## config.mk

```make
export PLATFORM = sky130hd
export DESIGN_NAME = fft_dif_ctrl_flat
export DESIGN_NICKNAME = d
export VERILOG_FILES = /design/src/rtl/fft_dif_ctrl_if.sv /design/src/rtl/fft_dif_ctrl.sv /design/src/flat_wrapper.sv
export SDC_FILE = /design/constraint.sdc
export NUM_CORES = 1
export LEC_CHECK = 0
export ABC_AREA = 1
export CAP_MARGIN = 20
export CORE_MARGIN = 5
export CORE_UTILIZATION = 31
export DETAILED_ROUTE_END_ITERATION = 8
export MAX_ROUTING_LAYER = met4
export SLEW_MARGIN = 20
export SYNTH_ARGS = -nofsm -noshare
export SYNTH_HDL_FRONTEND = slang
export SYNTH_SLANG_ARGS = --single-unit
export TNS_END_PERCENT = 10
```

## constraint.sdc

```tcl
create_clock -name clk -period 2.3 [get_ports clk]
set_input_delay 0.69 -clock clk [delete_from_list [all_inputs] [get_ports clk]]
set_output_delay 0.69 -clock clk [all_outputs]
set_load 0.05 [all_outputs]
```

## src/rtl/fft_dif_ctrl_if.sv

```systemverilog
// Butterfly descriptor bus between the DIF FFT sequencer and the butterfly unit.
// Latency: none (wires only).
// Backpressure: bf_ready from the slave stalls the master; the descriptor holds while stalled.
//
// Ports (via modports):
//   master: drives bf_valid, bf_addr_a, bf_addr_b, bf_k_up, bf_n_down, bf_stage; samples bf_ready
//   slave : the mirror image
interface fft_dif_ctrl_if #(
    parameter int AW = 3
);
    logic          bf_valid;
    logic          bf_ready;
    logic [AW-1:0] bf_addr_a;
    logic [AW-1:0] bf_addr_b;
    logic [7:0]    bf_k_up;
    logic [8:0]    bf_n_down;
    logic [3:0]    bf_stage;

    modport master (
        output bf_valid,
        output bf_addr_a,
        output bf_addr_b,
        output bf_k_up,
        output bf_n_down,
        output bf_stage,
        input  bf_ready
    );

    modport slave (
        input  bf_valid,
        input  bf_addr_a,
        input  bf_addr_b,
        input  bf_k_up,
        input  bf_n_down,
        input  bf_stage,
        output bf_ready
    );
endinterface

```

## src/rtl/fft_dif_ctrl.sv

```systemverilog
// Radix-2 DIF FFT address/twiddle sequencer: one butterfly descriptor per transfer over all stages.
// Latency: first descriptor valid 1 cycle after start; done 1 cycle after the last transfer.
// Backpressure: bf_ready low holds the registered descriptor stable; sequencing resumes on ready.
//
// Ports:
//   clk, rst_n        clock (rising edge) and synchronous active-low reset
//   start             one-cycle transform request, accepted only in IDLE
//   busy, done        host status; done is a one-cycle pulse, busy drops with it
//   stage_done        one-cycle pulse after the last transfer of each stage
//   bf (master)       descriptor bus: valid/ready, addr_a, addr_b, k_up, n_down, stage
//
// Build option: define FFT_CTRL_STAGE_GAP_EN to insert GAP idle cycles between stages
// (butterfly/twiddle pipeline drain). Without it stages run back to back.
module fft_dif_ctrl #(
    parameter int LOG2N = 3,
    parameter int AW    = LOG2N,
    parameter int GAP   = 2
) (
    input  logic           clk,
    input  logic           rst_n,
    input  logic           start,
    output logic           busy,
    output logic           done,
    output logic           stage_done,
    fft_dif_ctrl_if.master bf
);

    if (LOG2N < 1 || LOG2N > 8 || AW < LOG2N || GAP < 1 || GAP > 15) begin : g_bad_param
        $error("fft_dif_ctrl: parameter out of range");
    end

    localparam logic [3:0]    LAST_STAGE = 4'(LOG2N - 1);
    localparam logic [AW-1:0] HALF_M1    = AW'((1 << LOG2N) / 2 - 1);

    typedef struct packed {
        logic [AW-1:0] addr_a;
        logic [AW-1:0] addr_b;
        logic [7:0]    k_up;
        logic [8:0]    n_down;
    } desc_t;

`ifdef FFT_CTRL_STAGE_GAP_EN
    typedef enum logic [1:0] {S_IDLE, S_RUN, S_GAP, S_FIN} state_t;
    logic [3:0] gap_cnt;
`else
    typedef enum logic [1:0] {S_IDLE, S_RUN, S_FIN} state_t;
`endif

    state_t        state;
    logic [3:0]    stage_q;
    logic [AW-1:0] j_q;
    logic          valid_q;
    desc_t         desc_q;

    // span = N >> (stage+1) is a power of two, so j mod span is a mask and
    // j / span is a shift. addr_a has bit log2(span) clear, so adding span
    // is just setting that bit.
    function automatic desc_t desc_calc(input logic [3:0] stg, input logic [AW-1:0] jj);
        desc_t         d;
        logic [3:0]    sh;
        logic [AW-1:0] span;
        logic [AW-1:0] pos;
        logic [AW-1:0] grp;
        logic [AW-1:0] a;
        sh   = LAST_STAGE - stg;
        span = AW'(1) << sh;
        pos  = jj & (span - AW'(1));
        grp  = jj >> sh;
        a    = (grp << (sh + 4'd1)) | pos;
        d.addr_a = a;
        d.addr_b = a | span;
        d.k_up   = 8'(pos);
        d.n_down = 9'(span) << 1;
        return d;
    endfunction

    assign bf.bf_valid  = valid_q;
    assign bf.bf_addr_a = desc_q.addr_a;
    assign bf.bf_addr_b = desc_q.addr_b;
    assign bf.bf_k_up   = desc_q.k_up;
    assign bf.bf_n_down = desc_q.n_down;
    assign bf.bf_stage  = stage_q;

    always_ff @(posedge clk) begin
        if (!rst_n) begin
            state      <= S_IDLE;
            stage_q    <= '0;
            j_q        <= '0;
            valid_q    <= 1'b0;
            desc_q     <= '0;
            busy       <= 1'b0;
            done       <= 1'b0;
            stage_done <= 1'b0;
`ifdef FFT_CTRL_STAGE_GAP_EN
            gap_cnt    <= '0;
`endif
        end else begin
            done       <= 1'b0;
            stage_done <= 1'b0;
            case (state)
                S_IDLE: begin
                    if (start) begin
                        state   <= S_RUN;
                        busy    <= 1'b1;
                        valid_q <= 1'b1;
                        stage_q <= '0;
                        j_q     <= '0;
                        desc_q  <= desc_calc(4'd0, '0);
                    end
                end

                // valid_q is always 1 here, so bf_ready alone marks a transfer
                S_RUN: begin
                    if (bf.bf_ready) begin
                        if (j_q != HALF_M1) begin
                            j_q    <= j_q + AW'(1);
                            desc_q <= desc_calc(stage_q, j_q + AW'(1));
                        end else begin
                            stage_done <= 1'b1;
                            j_q        <= '0;
                            if (stage_q != LAST_STAGE) begin
                                stage_q <= stage_q + 4'd1;
                                desc_q  <= desc_calc(stage_q + 4'd1, '0);
`ifdef FFT_CTRL_STAGE_GAP_EN
                                // next-stage descriptor is preloaded; it is released after the gap
                                valid_q <= 1'b0;
                                gap_cnt <= '0;
                                state   <= S_GAP;
`endif
                            end else begin
                                // last stage: stage_done and done land in the same cycle
                                valid_q <= 1'b0;
                                busy    <= 1'b0;
                                done    <= 1'b1;
                                state   <= S_FIN;
                            end
                        end
                    end
                end

`ifdef FFT_CTRL_STAGE_GAP_EN
                S_GAP: begin
                    if (gap_cnt == 4'(GAP - 1)) begin
                        valid_q <= 1'b1;
                        state   <= S_RUN;
                    end else begin
                        gap_cnt <= gap_cnt + 4'd1;
                    end
                end
`endif

                // start is deliberately not looked at here
                S_FIN: begin
                    state <= S_IDLE;
                end

                default: begin
                    state   <= S_IDLE;
                    valid_q <= 1'b0;
                    busy    <= 1'b0;
                end
            endcase
        end
    end

endmodule

```

## src/flat_wrapper.sv

```systemverilog
// flat-port wrapper written by rule: the top's interface ports become plain ports
module fft_dif_ctrl_flat 
#(
    parameter int LOG2N = 3,
    parameter int AW    = LOG2N,
    parameter int GAP   = 2
)
  (clk, rst_n, start, busy, done, stage_done, bf_bf_valid, bf_bf_addr_a, bf_bf_addr_b, bf_bf_k_up, bf_bf_n_down, bf_bf_stage, bf_bf_ready);
  fft_dif_ctrl_if #(.AW(AW)) bf_i ();
  input  logic clk;
  input  logic rst_n;
  input  logic start;
  output logic busy;
  output logic done;
  output logic stage_done;
  output wire logic [$bits(bf_i.bf_valid)-1:0] bf_bf_valid;
  output wire logic [$bits(bf_i.bf_addr_a)-1:0] bf_bf_addr_a;
  output wire logic [$bits(bf_i.bf_addr_b)-1:0] bf_bf_addr_b;
  output wire logic [$bits(bf_i.bf_k_up)-1:0] bf_bf_k_up;
  output wire logic [$bits(bf_i.bf_n_down)-1:0] bf_bf_n_down;
  output wire logic [$bits(bf_i.bf_stage)-1:0] bf_bf_stage;
  input wire logic [$bits(bf_i.bf_ready)-1:0] bf_bf_ready;
  assign bf_bf_valid = bf_i.bf_valid;
  assign bf_bf_addr_a = bf_i.bf_addr_a;
  assign bf_bf_addr_b = bf_i.bf_addr_b;
  assign bf_bf_k_up = bf_i.bf_k_up;
  assign bf_bf_n_down = bf_i.bf_n_down;
  assign bf_bf_stage = bf_i.bf_stage;
  assign bf_i.bf_ready = bf_bf_ready;
  fft_dif_ctrl #(.LOG2N(LOG2N), .AW(AW), .GAP(GAP)) u_core (.clk(clk), .rst_n(rst_n), .start(start), .busy(busy), .done(done), .stage_done(stage_done), .bf(bf_i));
endmodule
```

==> run summary, run 1 <==
=================================================================================================
Total congestion overflow                                                                       0
Power density over the cells                                                           719 nW/um2
Worst flop-to-flop path endpoint                                                     u_core.bf.bf_addr_b[2]
Sequential share of power                                                                   36.2%
Avg Vias per Cell                                                                            4.50
Final estimated routing congestion in global placement                                      0.839
Setup Slack @ Placement                                                                 0.0799 ns
CP Capture Type                                                                       output port
Cell type of the slowest stage on the worst timing path                              sky130_fd_sc_hd__clkdlybuf4s50_1
Placed wire-length estimate                                                               2530 um
Number of warnings printed during yosys synthesis                                               0
Largest fanout on the critical path                                                             4
Average detailed-routed wire length per instance                                          10.7 um
Commonest cells in the netlist                                                       55 x sky130_fd_sc_hd__nand2_1, 25 x sky130_fd_sc_hd__inv_1, 24 x sky130_fd_sc_hd__dfxtp_1, 21 x sky130_fd_sc_hd__a21oi_1, 15 x sky130_fd_sc_hd__nand3_1
Number of inserted diodes                                                                       0
Chip Height                                                                               78.8 um
Max_cap viols                                                                                   0
Die X                                                                                     78.8 um
Category of the most critical setup path                                             register to output port
Sequential cell area fraction in the yosys report                                           32.8%
Number of global-route vias before repair                                                    1147
Least-Margin Pin Slew                                                                    0.500 ns
Count of nets after finishing                                                                 258
Number of setup violations in the final report                                                  0
Worst path setup slack after routing                                                     0.155 ns
Number of placed instances, taps included                                                     295
Number of distinct library cell variants in the gate-level netlist after synthesis             32
Switching share of power                                                                    40.7%
Cell Int Power                                                                             779 uW
Launching point of the worst reg2reg path                                            u_core.bf.bf_stage[1]
Hold bufs inserted after CTS                                                                    0
Final Non-Filler Cells                                                                        299
Most used standard cell by instance count after synthesis                            sky130_fd_sc_hd__nand2_1
Top cells by area in the synthesized netlist                                         sky130_fd_sc_hd__dfxtp_1 33%, sky130_fd_sc_hd__nand2_1 14%, sky130_fd_sc_hd__a21oi_1 7.2%
Sum of buffers and inverters on the critical path                                               1
Critical path's largest stage delay                                                       0.82 ns
Switching power summed over all nets                                                       535 uW
Clock network latency to the later pin of the worst-skew pair                             0.27 ns
Post-synthesis instance area                                                             1470 um2
Count of input and output buffers                                                              23
Maximum number of pins on one net before global-route repair                                   14
Reg2reg path depth                                                                             12
Yosys top cell by area                                                               sky130_fd_sc_hd__dfxtp_1
Number of synthesized flops with an enable pin                                                  0
Final Critical Period                                                                     2.14 ns
Cell area after layout                                                                   1830 um2
Clock power frac                                                                            21.7%
Proportion of synthesized flip-flops having asynchronous set or reset                          0%
Setup slack on the worst flop-to-flop path                                                0.31 ns
Number of hold violations in the final report                                                   0
IR drop worst, VDD                                                                       0.239 mV
Syn Area/Cell                                                                            6.92 um2
Count of final max-slew check failures                                                          0
Fraction of layout instances using a drive strength above 1                                 13.5%
Total Power Consumption                                                                   1310 uW
Number of placed I/O pins                                                                      35
CTS tree                                                                                    built
Number of buffers added by the clock tree synthesis step                                        3
Global-route wire length before repair                                                    5220 um
Post-detailed-routing wire length                                                         3190 um
Resized Gates After CTS                                                                         0
Antenna violation net count after detailed routing                                              0
Setup TNS after final layout                                                                 0 ns
Leak                                                                                  0.000823 uW
Number of flip-flops and latches in the synthesized netlist                                    24
Worst-path clk slew                                                                       0.09 ns
Number of setup buffers added after CTS                                                         0
RSZ-0062 raised after global routing                                                        false
F_max                                                                                     466 MHz
Cell at the root of the clock tree                                                   sky130_fd_sc_hd__clkbuf_8
Path category of the worst min-delay check                                           register to register
Yosys top cell area share                                                                   32.8%
Outcome                                                                              finished, final reports clean
DRT Pass-1 Iters                                                                                4
Instance area at placement                                                               1770 um2
List of cells traversed by the critical path                                         clkdlybuf4s50_1
Worst hold path depth                                                                           2
CTS H-Tree Depth                                                                                1
Antenna violations before repair                                                                0
Largest buffer count on any clock path                                                          2
Clk sinks                                                                                      24
Cells after synthesis                                                                         212
Worst Path Arrival                                                                        1.45 ns
Startpoint of the worst hold path                                                    u_core.bf.bf_addr_b[0]
Combinational share of power                                                                42.1%
Final critical-path share of the clock period                                               93.3%
Hold EP                                                                              u_core.bf.bf_addr_b[0]
Initial core utilization                                                                    31.5%
Area delta synth->final                                                                     24.7%
Maximum clock skew at final layout                                                     0.00629 ns
Final routed DRC violation total                                                                0
Die area                                                                                 6210 um2
Core Footprint                                                                           4660 um2
Category of the worst setup path launch point                                            register
Gr usage total                                                                              10.6%
Total of fill cells in the finished design                                                    512
Number of design-rule violations left by the first detailed-router iteration                   28
Commonest register cell after synthesis                                              sky130_fd_sc_hd__dfxtp_1
Standard-cell row count                                                                        25
Required time at the endpoint of the critical path                                        1.61 ns
Number of vias in the routed layout                                                          1346
Category of cells accounting for the largest share of critical-path delay            buffers and inverters
Worst slew slack as a fraction of its limit                                                 66.6%
=================================================================================================
per-stage QoR:
stage               hold slack, ns  util [%]
CTS                          0.466      39.2
global placement             0.450      38.0
global route                 0.481      39.2
finish                       0.464      39.2
detailed placement           0.453      38.0
floorplan                    0.449         -
worst register-to-register path, cell delays in order, from the launching register on:
cell	delay, ns
sky130_fd_sc_hd__dfxtp_2	0.44
sky130_fd_sc_hd__ha_1	0.20
sky130_fd_sc_hd__inv_1	0.04
sky130_fd_sc_hd__nand2_1	0.06
sky130_fd_sc_hd__nand2_2	0.13
sky130_fd_sc_hd__nor2_1	0.15
sky130_fd_sc_hd__nand3_1	0.13
sky130_fd_sc_hd__ha_1	0.22
sky130_fd_sc_hd__or2_1	0.24
sky130_fd_sc_hd__nand3_1	0.07
sky130_fd_sc_hd__nand2_1	0.08
sky130_fd_sc_hd__nand2_1	0.07
sky130_fd_sc_hd__a21oi_1	0.06
kinds of logic (layout without fill, tap and decap cells):
group | Yosys count | in the layout | synth area share, %
buffers and inverters | 44 | 67 | 14.7
and+or+nand+nor | 101 | 101 | 32.3
other | 1 | 11 | 0.256
xor gates and xnor gates | 2 | 2 | 1.19
DFF | 24 | 24 | 32.8
adders and majority gates | 8 | 8 | 6.83
AOI/OAI and AO/OA | 32 | 32 | 12.0
per-layer routing:
layer / up-vias / wire (um) / part of all wire [%] / global-route usage [%]
met5: - / 0 / 0 / -
met4: 0 / 12 / 0.38 / 1.57
met3: 2 / 167 / 5.2 / 2.95
met2: 26 / 1420 / 45 / 15.7
met1: 594 / 1590 / 50 / 14.6
li1: 724 / - / - / -
cell usage in the layout (no fill, tap or decap):
master / instances
sky130_fd_sc_hd__clkinv_1: 1
sky130_fd_sc_hd__a21oi_2: 1
sky130_fd_sc_hd__o31ai_1: 1
sky130_fd_sc_hd__nor2_1: 11
sky130_fd_sc_hd__or3_1: 1
sky130_fd_sc_hd__xnor2_1: 1
sky130_fd_sc_hd__nand3_1: 15
sky130_fd_sc_hd__nand2_1: 55
sky130_fd_sc_hd__nand4_1: 4
sky130_fd_sc_hd__dfxtp_1: 22
sky130_fd_sc_hd__and2_1: 1
sky130_fd_sc_hd__ha_1: 8
sky130_fd_sc_hd__clkbuf_8: 4
sky130_fd_sc_hd__nor2_2: 1
sky130_fd_sc_hd__a211oi_1: 3
sky130_fd_sc_hd__a21oi_1: 21
sky130_fd_sc_hd__nand3b_1: 1
sky130_fd_sc_hd__inv_1: 25
sky130_fd_sc_hd__nand3_4: 1
sky130_fd_sc_hd__nand2_2: 4
sky130_fd_sc_hd__buf_4: 14
sky130_fd_sc_hd__o21ai_1: 1
sky130_fd_sc_hd__nor3_1: 2
sky130_fd_sc_hd__nor2_4: 3
sky130_fd_sc_hd__o21ai_0: 4
sky130_fd_sc_hd__a21boi_0: 1
sky130_fd_sc_hd__dfxtp_2: 2
sky130_fd_sc_hd__or2_1: 1
sky130_fd_sc_hd__clkdlybuf4s50_1: 20
sky130_fd_sc_hd__inv_2: 3
sky130_fd_sc_hd__xor2_1: 1
sky130_fd_sc_hd__nor4_1: 1
sky130_fd_sc_hd__conb_1: 11
power groups by stage:
stage	Clock, uW	Combinational, uW	Sequential [uW]
detailed placement	0	554	486
global route	317	607	482
global placement	0	552	487
CTS	296	555	477
finish	286	553	476
floorplan	0	327	578
final cells by class:
| type | instances | area, um2 | area share [%] |
|---|---|---|---|
| clock buffer | 4 | 55.1 | 3.01 |
| inverter | 29 | 109 | 5.95 |
| multi-input combinational | 154 | 808 | 44.2 |
| sequential | 24 | 483 | 26.4 |
| tap | 54 | 67.6 | 3.70 |
| timing repair buffer | 34 | 305 | 16.7 |
flip-flops by register name, indices dropped and copies added (netlist names):
| signal | count |
|---|---|
| u_core.bf.bf_stage | 4 |
| u_core.bf.bf_addr_b | 3 |
| u_core.stage_done | 1 |
| u_core.busy | 1 |
| u_core.done | 1 |
| u_core.j_q | 3 |
| u_core.bf.bf_k_up | 3 |
| u_core.bf.bf_addr_a | 3 |
| u_core.bf.bf_n_down | 3 |
| u_core.state | 2 |
how the worst max path moves through the flow:
stage | end | startpoint | cells after the start | slack [ns]
finish | bf_bf_stage[3] | u_core.bf.bf_stage[3] | 1 | 0.16
global route | u_core.bf.bf_addr_a[2] | u_core.bf.bf_stage[1] | 12 | 0.08
CTS | bf_bf_stage[3] | u_core.bf.bf_stage[3] | 1 | 0.14
detailed placement | u_core.bf.bf_addr_b[2] | bf_bf_ready | 12 | 0.08
global placement | u_core.bf.bf_addr_b[2] | bf_bf_ready | 12 | 0.13
floorplan | u_core.bf.bf_addr_a[2] | u_core.bf.bf_stage[0] | 11 | 0.02
(Power assumes the default switching activity.)
==> run 2: changes to the inputs <==
Settings changed: CELL_PAD_IN_SITES_DETAIL_PLACEMENT from default to 0, CELL_PAD_IN_SITES_GLOBAL_PLACEMENT from default to 1, PLACE_DENSITY_LB_ADDON from default to 0.1.
==> run 2 against run 1 <==
Via count is 0.82% higher. Setup slack got worse by 0.061 ns. Core utilization increased by 0.054 points. Clock skew decreased by 0.0027 ns. Critical path depth stayed put. Register-to-register slack improved by 0.07 ns. Largest cell class unchanged. Largest power group unchanged. Highest routed layer unchanged.
==> run summary, run 2 (synthesis results as in run 1) <==
===========================================================================================
Placed wire-length estimate                                                         2780 um   +9.9%
Max_cap viols                                                                             0   unchanged
Worst-path clk slew                                                                 0.08 ns   about the same
Power density over the cells                                                     723 nW/um2   +0.55%
Total of fill cells in the finished design                                              529   +3.3%
Resized Gates After CTS                                                                   0   unchanged
Number of flip-flops under the largest register name                                      4   unchanged
Clk sinks                                                                                24   unchanged
Maximum clock skew at final layout                                               0.00362 ns   -0.00268 ns
Clock network latency to the later pin of the worst-skew pair                       0.27 ns   about the same
Number of inserted diodes                                                                 0   unchanged
RSZ-0062 raised after global routing                                                  false
Leak                                                                            0.000822 uW   -0.13%
Core Footprint                                                                     4660 um2   unchanged
Cell type of the slowest stage on the worst timing path                        sky130_fd_sc_hd__clkdlybuf4s50_1
Path category of the worst min-delay check                                     register to register
Number of placed instances, taps included                                               295   unchanged
Die area                                                                           6210 um2   unchanged
DRT Pass-1 Iters                                                                          2   -2
Area delta synth->final                                                               24.8%
CP Capture Type                                                                 output port
Avg Vias per Cell                                                                      4.54   +0.82%
Die X                                                                               78.8 um   unchanged
Total congestion overflow                                                                 0   unchanged
Antenna violations before repair                                                          0   unchanged
Category of the worst setup path launch point                                      register
Final Non-Filler Cells                                                                  299   unchanged
Switching share of power                                                              41.1%   +0.38 points
Tightest hold margin                                                               0.464 ns   -0.000410 ns
Worst Path Arrival                                                                  1.52 ns   +0.07 ns
Switching power summed over all nets                                                 544 uW   +1.6%
Required time at the endpoint of the critical path                                  1.61 ns   about the same
Outcome                                                                        finished, final reports clean
Number of buffers added by the clock tree synthesis step                                  3   unchanged
Cell at the root of the clock tree                                             sky130_fd_sc_hd__clkbuf_8
Number of vias in the routed layout                                                    1357   +0.82%
Initial core utilization                                                              31.5%   unchanged
Post-detailed-routing wire length                                                   3530 um   +11%
IR drop worst, VDD                                                                 0.255 mV   +6.8%
Largest buffer count on any clock path                                                    2   unchanged
Maximum number of pins on one net before global-route repair                             20   +6
Number of global-route vias before repair                                              1318   +15%
Critical path's largest stage delay                                                 0.84 ns   +0.02 ns
Number of hold violations in the final report                                             0   unchanged
Least-Margin Pin Slew                                                              0.505 ns   +0.00453 ns
Clock power frac                                                                      21.6%   about the same
F_max                                                                               453 MHz   -2.8%
Cell Int Power                                                                       780 uW   about the same
Fraction of layout instances using a drive strength above 1                           13.1%   -0.41 points
Antenna violation net count after detailed routing                                        0   unchanged
Count of final max-slew check failures                                                    0   unchanged
Final routed DRC violation total                                                          0   unchanged
Setup TNS after final layout                                                           0 ns   unchanged
Number of setup buffers added after CTS                                                   0   unchanged
Category of cells accounting for the largest share of critical-path delay      buffers and inverters
Final critical-path share of the clock period                                         95.9%   +2.6 points
Final Critical Period                                                               2.21 ns   +0.0608 ns
Most common cell after layout, fill and taps aside                             sky130_fd_sc_hd__nand2_1
Sum of buffers and inverters on the critical path                                         1   unchanged
Commonest non-fill, non-tap cells in the layout                                55 x sky130_fd_sc_hd__nand2_1, 25 x sky130_fd_sc_hd__inv_1, 22 x sky130_fd_sc_hd__dfxtp_1, 21 x sky130_fd_sc_hd__a21oi_1, 21 x sky130_fd_sc_hd__clkdlybuf4s50_1
Worst slew slack as a fraction of its limit                                           66.3%   -0.30 points
Count of input and output buffers                                                        23   unchanged
CTS H-Tree Depth                                                                          1   unchanged
CTS tree                                                                              built
Category of the most critical setup path                                       register to output port
Final estimated routing congestion in global placement                                0.786   -6.3%
Count of nets after finishing                                                           258   unchanged
Largest fanout on the critical path                                                       5   +1
Combinational share of power                                                          42.7%   +0.6 points
List of cells traversed by the critical path                                   clkdlybuf4s50_1
Sequential share of power                                                             35.7%   -0.5 points
Number of setup violations in the final report                                            0   unchanged
Number of placed I/O pins                                                                35   unchanged
Standard-cell row count                                                                  25   unchanged
Chip Height                                                                         78.8 um   unchanged
Global-route wire length before repair                                              6000 um   +15%
Gr usage total                                                                        12.2%   +1.6 points
Number of design-rule violations left by the first detailed-router iteration             47   +68%
Hold bufs inserted after CTS                                                              0   unchanged
Average detailed-routed wire length per instance                                    11.8 um   +11%
===========================================================================================
==> run 2: worst paths after layout <==
check                                           start  slack (ns)                     end  cells past startpoint
worst max register to register  u_core.bf.bf_stage[1]        0.38  u_core.bf.bf_addr_a[2]                     12
worst max-delay path            u_core.bf.bf_stage[2]        0.09          bf_bf_stage[2]                      1
worst min register to register   u_core.bf.bf_k_up[2]        0.46    u_core.bf.bf_k_up[2]                      2
worst min-delay path             u_core.bf.bf_k_up[2]        0.46    u_core.bf.bf_k_up[2]                      2
==> run 2: layout make-up <==
type / instances / area [um2] / area share, %
multi-input combinational: 154 / 808 / 44.2
sequential: 24 / 483 / 26.4
timing repair buffer: 34 / 308 / 16.8
inverter: 29 / 109 / 5.95
tap: 54 / 67.6 / 3.69
clock buffer: 4 / 55.1 / 3.01
==> run 2: layer usage <==
| layer | share of wire, % | global-route usage (%) | wire length, um |
|---|---|---|---|
| met1 | 50 | 15.2 | 1770 |
| met2 | 44 | 19.9 | 1540 |
| met3 | 5.0 | 2.95 | 175 |
| met4 | 1.2 | 2.80 | 42 |
| met5 | 0 | - | 0 |
==> run 2: power groups by stage <==
stage | clock, uW | combinational, uW | sequential (uW)
6_report | 286 | 565 | 473
5_1_grt | 320 | 625 | 480
4_1_cts | 298 | 568 | 474
3_5_place_dp | 0 | 567 | 484
3_3_place_gp | 0 | 569 | 484
2_1_floorplan | 0 | 327 | 578
==> run 2: through the flow <==
stage	setup WS (ns)	cell area (um2)	utilization, %	total power, uW
floorplan	0.0247	1510	-	905
global placement	0.112	1780	38.1	1050
detailed placement	0.0508	1780	38.1	1050
CTS	0.0817	1830	39.3	1340
global route	0.0206	1830	39.3	1420
finish	0.0943	1830	39.3	1320
==> run 2: tightest hold or removal path: cells and delay by family (launching register included) <==
family	cells	cell delay, ns
AOI/OAI and AO/OA	1	0.05
and+or+nand+nor	1	0.06
DFF	1	0.31
